[config.mk]
export PLATFORM = sky130hd
export DESIGN_NAME = flow_fifo
export DESIGN_NICKNAME = d
export VERILOG_FILES = /design/src/rtl/flow_fifo_pkg.sv /design/src/rtl/flow_fifo_ptr.sv /design/src/rtl/flow_fifo.sv
export SDC_FILE = /design/constraint.sdc
export NUM_CORES = 1
export LEC_CHECK = 0
export ABC_AREA = 1
export BUFFER_PORTS_ARGS = -buffer_cell sky130_fd_sc_hd__buf_2
export CAP_MARGIN = 20
export CORE_MARGIN = 1.5
export CORE_UTILIZATION = 45
export DETAILED_ROUTE_END_ITERATION = 8
export GPL_TIMING_DRIVEN = 0
export RECOVER_POWER = 100
export SYNTH_ARGS = -nofsm -noshare
export SYNTH_HDL_FRONTEND = slang
export SYNTH_HIERARCHICAL = 1
export SYNTH_SLANG_ARGS = --single-unit
[constraint.sdc]
create_clock -name clk -period 7.7 [get_ports clk]
set_clock_uncertainty 0.1 [all_clocks]
set_input_delay 0.77 -clock clk [delete_from_list [all_inputs] [get_ports clk]]
set_output_delay 0.77 -clock clk [all_outputs]
set_load 0.03 [all_outputs]
[src/rtl/flow_fifo_pkg.sv]
// Shared sizing helpers for the flow_fifo family.
// Counter and pointer widths are derived here so every user agrees on them.
package FifoPkg;

  function automatic int fifo_cnt_bits(input int depth);
    return $clog2(depth + 1);
  endfunction

  function automatic int fifo_ptr_bits(input int depth);
    int bits;
    bits = $clog2(depth);
    return (bits < 1) ? 1 : bits;
  endfunction

endpackage

[src/rtl/flow_fifo_ptr.sv]
// Wrap-around pointer register for flow_fifo: counts 0..p_depth-1 and wraps,
// so depths that are not a power of two work without waste.
module FlowFifoPtr
  import FifoPkg::*;
#(
  parameter int p_depth = 8
) (
  input  logic                              clk,
  input  logic                              rst,
  input  logic                              clear,
  input  logic                              incr,
  output logic [fifo_ptr_bits(p_depth)-1:0] ptr
);

  localparam int                lp_w    = fifo_ptr_bits(p_depth);
  localparam logic [lp_w-1:0]   lp_last = lp_w'(p_depth - 1);
  localparam logic [lp_w-1:0]   lp_one  = lp_w'(1);

  logic [lp_w-1:0] r_ptr;

  // NOTE: sequential state uses non-blocking assignments so every register
  // samples pre-edge values regardless of block evaluation order.
  always_ff @(posedge clk) begin
    if (rst || clear) begin
      r_ptr <= '0;
    end else if (incr) begin
      r_ptr <= (r_ptr == lp_last) ? '0 : r_ptr + lp_one;
    end
  end

  assign ptr = r_ptr;

endmodule

[src/rtl/flow_fifo.sv]
// Parametrised valid/ready FIFO with occupancy count, almost-full flag and flush.
// Optional same-cycle bypass when built with `FLOW_FIFO_BYPASS_EN defined.
module flow_fifo
  import FifoPkg::*;
#(
  parameter type t_entry        = logic [31:0],
  parameter int  p_depth        = 8,
  parameter int  p_afull_thresh = p_depth - 1
) (
  input  logic                              clk,
  input  logic                              rst,
  input  logic                              flush,
  input  logic                              enq_val,
  output logic                              enq_rdy,
  input  t_entry                            enq_msg,
  output logic                              deq_val,
  input  logic                              deq_rdy,
  output t_entry                            deq_msg,
  output logic [fifo_cnt_bits(p_depth)-1:0] count,
  output logic                              almost_full
);

  localparam int                lp_cw     = fifo_cnt_bits(p_depth);
  localparam int                lp_pw     = fifo_ptr_bits(p_depth);
  localparam logic [lp_cw-1:0]  lp_full   = lp_cw'(p_depth);
  localparam logic [lp_cw-1:0]  lp_thresh = lp_cw'(p_afull_thresh);
  localparam logic [lp_cw-1:0]  lp_one    = lp_cw'(1);

  if (p_depth < 2) begin : g_bad_depth
    $error("flow_fifo: p_depth must be at least 2");
  end
  if (p_afull_thresh < 1 || p_afull_thresh > p_depth) begin : g_bad_thresh
    $error("flow_fifo: p_afull_thresh must lie in 1..p_depth");
  end

  // NOTE: the storage array has no reset; only pointers and count define validity.
  t_entry           r_mem [p_depth];
  logic [lp_cw-1:0] r_count;
  logic [lp_pw-1:0] w_wr_ptr;
  logic [lp_pw-1:0] w_rd_ptr;
  logic             w_empty;
  logic             w_stored_val;
  logic             w_enq_fire;
  logic             w_deq_fire;
  logic             w_wr_en;
  logic             w_rd_adv;

  assign w_empty      = (r_count == '0);
  assign w_stored_val = !w_empty && !flush;
  assign enq_rdy      = (r_count != lp_full) && !flush;
  assign w_enq_fire   = enq_val && enq_rdy;
  assign w_deq_fire   = deq_val && deq_rdy;

`ifdef FLOW_FIFO_BYPASS_EN
  logic w_pass;

  // An entry arriving at an empty FIFO is offered straight to the consumer.
  assign deq_val  = w_stored_val || (w_empty && enq_val && !flush);
  assign deq_msg  = w_empty ? enq_msg : r_mem[w_rd_ptr];
  assign w_pass   = w_empty && w_enq_fire && w_deq_fire;
  assign w_wr_en  = w_enq_fire && !w_pass;
  assign w_rd_adv = w_deq_fire && !w_pass;
`else
  assign deq_val  = w_stored_val;
  assign deq_msg  = r_mem[w_rd_ptr];
  assign w_wr_en  = w_enq_fire;
  assign w_rd_adv = w_deq_fire;
`endif

  FlowFifoPtr #(.p_depth(p_depth)) u_wr_ptr (
    .clk   (clk),
    .rst   (rst),
    .clear (flush),
    .incr  (w_wr_en),
    .ptr   (w_wr_ptr)
  );

  FlowFifoPtr #(.p_depth(p_depth)) u_rd_ptr (
    .clk   (clk),
    .rst   (rst),
    .clear (flush),
    .incr  (w_rd_adv),
    .ptr   (w_rd_ptr)
  );

  always_ff @(posedge clk) begin
    if (w_wr_en) begin
      r_mem[w_wr_ptr] <= enq_msg;
    end
  end

  always_ff @(posedge clk) begin
    if (rst || flush) begin
      r_count <= '0;
    end else begin
      case ({w_wr_en, w_rd_adv})
        2'b10:   r_count <= r_count + lp_one;
        2'b01:   r_count <= r_count - lp_one;
        default: r_count <= r_count;
      endcase
    end
  end

  assign count       = r_count;
  assign almost_full = (r_count >= lp_thresh);

endmodule

Word-level counts from Yosys, hierarchy flattened. Memories as Yosys holds them, arrays and structs flattened. A register that Yosys moved wholly into a read port is not among the register bits. Cells that the tools add are included.

Add/sub/neg operators: 4. $lt $le $gt $ge: 1. Eq/ne operators: 5. Muxes and demuxes: 7. Reductions and logical operators: 9.

Operator list (count): two-way mux 3 bit (4); one-hot mux 4 bit (2 select lines) (1); adder 3 x 1 -> 3 bit (second input constant) (2); equality test 3 bit (second input constant) (2); adder 4 x 1 -> 4 bit (second input constant) (1); greater-or-equal comparator 4 x 3 -> 1 bit (second input constant) (1); logical AND 1 bit (4); logical NOT 4 bit (1); != test 4 bit (second input constant) (1); subtractor 4 x 1 -> 4 bit (second input constant) (1); equality test 2 x 1 -> 1 bit (second input constant) (1); equality test 2 bit (second input constant) (1); logical NOT 1 bit (2); two-way mux 1 bit (2); nonzero test 2 bit (1); logical OR 1 bit (1).

Register bits: 10. Memory bits (writable): 256. Input port bits: 37. Output and inout port bits: 39. Logic and storage cells: 30. Memories: 1.

Memory list: r_mem (words 8, width 32, rd ports 1, clocked after memory_dff 1, write ports 1, RTL line flow_fifo.sv:37) `t_entry r_mem [p_depth];`.

Depth between registers and ports, before layout.
Depth after elaboration: 6. Depth in mapped cells: 12. Gate-level depth less buffers: 12.

Cells and area by module. Netlist, hierarchy kept.

By module, submodules not included: flow_fifo (instances 1, cells each 914, area each 10610.2 um^2, seq. area each 7767.4 um^2); FlowFifoPtr (instances 2, cells each 19, area each 142.6 um^2, seq. area each 60.1 um^2).

Worst setup path after synthesis. OpenSTA, ideal clock, no wires.

Kind: input -> register. From: input flush. To: memory r_mem[6][0] (netlist name) (enable). Setup time: 461 ps. Data arrival time: 3290 ps. Required time: 7139 ps. Slack: 3849 ps. Stages: 3. Path buffers: 0. Cell sequence: inv_1 nand3_1 nor3_1.

Word-level cells in the longest chain between the ends: 5.

RTL lines: start: declaration (RTL line flow_fifo.sv:12) `input logic flush,`; logical NOT 1 bit (RTL line flow_fifo.sv:50) `assign enq_rdy = (r_count != lp_full) && !flush;`; logical AND 1 bit (RTL line flow_fifo.sv:50); logical AND 1 bit (RTL line flow_fifo.sv:51) `assign w_enq_fire = enq_val && enq_rdy;`; two-way mux 1 bit (RTL line flow_fifo.sv:87) `if (w_wr_en) begin`; two-way mux 1 bit (implied by the code) (RTL line flow_fifo.sv:88) `r_mem[w_wr_ptr] <= enq_msg;`; end: declaration (RTL line flow_fifo.sv:37).

No other way between the ends.

Worst setup path in the final report.
From: register r_count[1], in the netlist count[1]. To: memory r_mem[4][22] (netlist name) (enable).

Word-level cells in the longest chain between the ends: 5.

RTL lines: start: declaration (RTL line flow_fifo.sv:38) `logic [lp_cw-1:0] r_count;`; start signal: assignment (RTL line flow_fifo.sv:97) `2'b10: r_count <= r_count + lp_one;`; start signal: assignment (RTL line flow_fifo.sv:98) `2'b01: r_count <= r_count - lp_one;`; start signal: assignment (RTL line flow_fifo.sv:99) `default: r_count <= r_count;`; != test 4 bit (RTL line flow_fifo.sv:50); logical AND 1 bit (RTL line flow_fifo.sv:50); logical AND 1 bit (RTL line flow_fifo.sv:51); two-way mux 1 bit (RTL line flow_fifo.sv:87); two-way mux 1 bit (implied by the code) (RTL line flow_fifo.sv:88).

No other way between the ends.

==> impl_metrics.py <==
metrics = {
    "outcome": {
        "run_status": "finished, violations left",
        "failed_checks": "max-capacitance violations",
    },
    "yosys": {
        "netlist-cell-type-count": 25,
        "synth_area_mm2": 0.01090,
        "syn_avg_cell_area_um2": 11.44,
        "ys.warnings.count": 6,
        "synth_top_cell_area_share_pct": 70.56,
        "ys_ff_latch": 266,
        "synth.area.top_cells": "sky130_fd_sc_hd__edfxtp_1 (71%), sky130_fd_sc_hd__nor2_1 (9.1%), sky130_fd_sc_hd__nand2_1 (6.3%), sky130_fd_sc_hd__o21ai_0 (4.7%), sky130_fd_sc_hd__dfxtp_1 (1.8%)",
        "synth_fp_nets": 997,
        "synth_area_leader_cell": "sky130_fd_sc_hd__edfxtp_1",
        "syn-instance-count": 952,
        "synth_sequential_area_ratio_pct": 72.39,
    },
    "worst_setup_path": {
        "cp_cell_sequence": "nor2_1, nand3_1, nand3_1, nor3_1, clkbuf_1, clkbuf_1, clkbuf_1",
        "critical_path_required_ns": 7.76,
        "worst_r2r_path_cells": 7,
        "cpPeakStageDelay_ns": 0.99,
        "startpoint_type_of_the_worst_setup_path": "flip-flop",
        "critPathMaxFanout": 10,
        "critPathKind": "reg2reg",
        "worstReg2RegStart": "count[1]$_SDFFE_PP0P_",
        "crit_buf_inv": 3,
        "regToRegEndpoint": "r_mem[4][22]$_DFFE_PP_",
        "timing.critical_path.slowest_stage_cell": "sky130_fd_sc_hd__nor3_1",
        "cpLargestDelayFamily": "buffers and inverters",
        "timing.reg2reg.setup_slack_ns": 3.64,
        "crit_top_cell": "sky130_fd_sc_hd__clkbuf_1",
        "critical_path.endpoint_type": "flip-flop",
        "cp_data_arrival_time_ns": 4.13,
    },
    "layout": {
        "seq_area_mm2": 0.007888,
        "fillCellCount": 2076,
        "final_design_area_no_fill_mm2": 0.01246,
        "finish.cell_count_without_fillers": 1421,
        "layout-area-overhead-vs-synth_pct": 14.37,
        "layout-drive-gt1-share_pct": 7.727,
        "commonest_non_fill_non_tap_cell_in_the_layout": "sky130_fd_sc_hd__nor2_1",
        "postLayoutCoreUtil_pct": 52.77,
        "nNetsFinal": 1125,
        "multi_input_comb_area_mm2": 0.002601,
        "leading_cell_types_in_the_layout_fill_and_taps_excluded": "sky130_fd_sc_hd__nor2_1 (263), sky130_fd_sc_hd__edfxtp_1 (256), sky130_fd_sc_hd__nand2_1 (184)",
    },
    "power_and_ir_drop": {
        "power.net_switching_mw": 0.6260,
        "p_leak_nw": 4.522,
        "p_clk_share_pct": 40.3,
        "seq_power_share_pct": 55.3,
        "power.share.switching_pct": 21.58,
        "comb_power_share_pct": 4.5,
        "powerDensity_mw_per_mm2": 232.7,
        "internal_power_mw": 2.274,
        "vdd_drop_max_v": 0.0001598,
        "power_mw": 2.900,
    },
    "clock_network": {
        "cts_tree": "yes",
        "path_clk_slew_ns": 0.06,
        "cts_max_path_buffers": 3,
        "cts_sinks": 266,
        "clk-insertion-delay-late_ns": 0.54,
        "numCtsBuffers": 27,
        "cts_resized": 0,
        "htree_num_levels": 1,
        "number_of_hold_repair_buffers_added_at_the_cts_stage": 0,
        "clock_tree.root_cell": "sky130_fd_sc_hd__clkbuf_16",
        "cts.repair_timing.setup_buffer_count": 0,
    },
    "timing": {
        "fin_ws_ns": 3.638,
        "max_freq_mhz": 246.2,
        "number_of_setup_violations_in_the_final_report": 0,
        "finalCritPeriodShare_pct": 52.76,
        "measured_slew_at_the_worst_slew_check_pin_ns": 1.463,
        "timing.max_slew.rel_slack_pct": 1.739,
        "finalMaxSlewViolations": 0,
        "hold_violations": 0,
        "finalSetupTns_ns": 0,
        "layout_min_cycle_time_ns": 4.062,
        "fin_hold_ws_ns": 0.3799,
        "rsz0062_at_grt": "no",
    },
    "place": {
        "count_of_buffers_from_port_buffering": 75,
        "place_worst_setup_slack_ns": 4.591,
        "detailed_place.area_mm2": 0.01197,
        "place.detailed.hpwl_um": 16530,
        "finalWeightedCongestion": 0.7793,
        "dp_cells": 1370,
    },
    "global_route": {
        "grt_overflow_total": 0,
        "globalRouteTotalUtil_pct": 20.12,
        "grt_pass1_vias": 6984,
        "groute.layer.met1.usage_pct": 26.81,
        "grt_antenna_before_repair": 2,
        "use_met2_pct": 34.04,
        "grt_start_max_net_pins": 14,
        "grt.met3_usage_pct": 3.103,
        "grt.busiest_layer": "met2",
        "grt_first_pass_wirelength_um": 37680,
    },
    "min_path": {
        "timing.hold.worst.class": "reg2reg",
        "hold_endpoint": "u_rd_ptr/ptr[2]$_SDFFE_PP0P_",
        "worst_hold_startpoint": "u_rd_ptr/ptr[2]$_SDFFE_PP0P_",
        "worst_hold_path.num_cells": 2,
    },
    "drt": {
        "detail_route.first_pass.iterations": 7,
        "viasPerCell": 4.975,
        "totalWireLength_um": 24440,
        "drt_iter0_markers": 472,
        "routed-via-count": 7069,
        "wl_per_cell_um": 17.20,
        "remaining_drc_errors": 0,
        "ant_nets": 0,
    },
    "floorplanning": {
        "vertical_extent_of_the_die_um": 158.6,
        "floorplan.initialDensity_pct": 46.14,
        "die_area_mm2": 0.02515,
        "die_width_um": 158.6,
        "floorplan.io_pins": 76,
        "core-area_mm2": 0.02361,
        "core.rowCount": 56,
    },
    "job": {
        "timing.max_cap.violations": 1,
    },
}
[power groups by stage]
stage          logic [mW]  clock network (mW)  registers, mW
6_report            0.130                1.17           1.60
5_1_grt             0.146                1.23           1.60
4_1_cts             0.139                1.18           1.60
3_5_place_dp        0.139                   0           1.63
3_3_place_gp        0.133                   0           1.63
2_1_floorplan      0.0772                   0           1.64
[worst max path at each step]
stage,start,cells past startpoint,to,slack (ns)
after detailed placement,flush,7,r_mem[4][13]$_DFFE_PP_,4.59
after CTS,u_rd_ptr/ptr[2]$_SDFFE_PP0P_,6,deq_msg[7],4.48
after global routing,count[1]$_SDFFE_PP0P_,7,r_mem[4][21]$_DFFE_PP_,3.40
after global placement,flush,4,r_mem[1][22]$_DFFE_PP_,1.63
after floorplan,flush,3,r_mem[6][0]$_DFFE_PP_,3.85
final,count[1]$_SDFFE_PP0P_,7,r_mem[4][22]$_DFFE_PP_,3.64
[synthesized netlist by cell type]
library cell	n
sky130_fd_sc_hd__nor2_1	263
sky130_fd_sc_hd__buf_4	1
sky130_fd_sc_hd__o31ai_1	1
sky130_fd_sc_hd__buf_2	11
sky130_fd_sc_hd__clkbuf_2	8
sky130_fd_sc_hd__a21oi_1	9
sky130_fd_sc_hd__a31oi_1	2
sky130_fd_sc_hd__and2_1	1
sky130_fd_sc_hd__xnor2_1	1
sky130_fd_sc_hd__edfxtp_1	256
sky130_fd_sc_hd__nand3_1	6
sky130_fd_sc_hd__nand2_1	184
sky130_fd_sc_hd__o21ai_0	103
sky130_fd_sc_hd__clkbuf_1	4
sky130_fd_sc_hd__ha_1	7
sky130_fd_sc_hd__fa_1	1
sky130_fd_sc_hd__or2_2	2
sky130_fd_sc_hd__a211oi_1	1
sky130_fd_sc_hd__buf_6	15
sky130_fd_sc_hd__o21ai_1	26
sky130_fd_sc_hd__inv_1	21
sky130_fd_sc_hd__inv_2	2
sky130_fd_sc_hd__buf_1	9
sky130_fd_sc_hd__dfxtp_1	10
sky130_fd_sc_hd__nor3_1	8
[layer usage]
layer	part of all wire (%)	up-vias
met5	0	-
met4	2.6	0
met3	4.8	43
met2	47	172
met1	45	3355
li1	-	3499
[logic make-up after synthesis]
family | after synthesis | share of synthesized area, %
adder cells (fa/ha/maj) | 8 | 0.9876
XOR/XNOR | 1 | 0.08040
flip-flops | 266 | 72.39
AO/OA/AOI/OAI | 142 | 6.592
buffers and inverters | 71 | 3.732
AND/OR/NAND/NOR | 464 | 16.22
[sequential cells by signal, indices dropped and copies added (netlist names)]
name / cells
r_mem: 256
u_rd_ptr/ptr: 3
u_wr_ptr/ptr: 3
count: 4
[worst register-to-register path: stages (launching register included)]
cell                       delay [ns]
sky130_fd_sc_hd__dfxtp_1         0.41
sky130_fd_sc_hd__nor2_1          0.10
sky130_fd_sc_hd__nand3_1         0.07
sky130_fd_sc_hd__nand3_1         0.27
sky130_fd_sc_hd__nor3_1          0.99
sky130_fd_sc_hd__clkbuf_1        0.65
sky130_fd_sc_hd__clkbuf_1        0.47
sky130_fd_sc_hd__clkbuf_1        0.62
[area by class of cell]
cell class / instances / area share (%)
diodes: 2 / 0.04016
plain buffers: 48 / 2.571
clock buffers: 34 / 5.633
clock inverters: 15 / 0.6025
inverters: 23 / 0.6928
multi-input cells: 615 / 20.88
flip-flops and latches: 266 / 63.30
well taps: 319 / 3.203
repair buffers: 99 / 3.083
(Power assumes the default switching activity.)
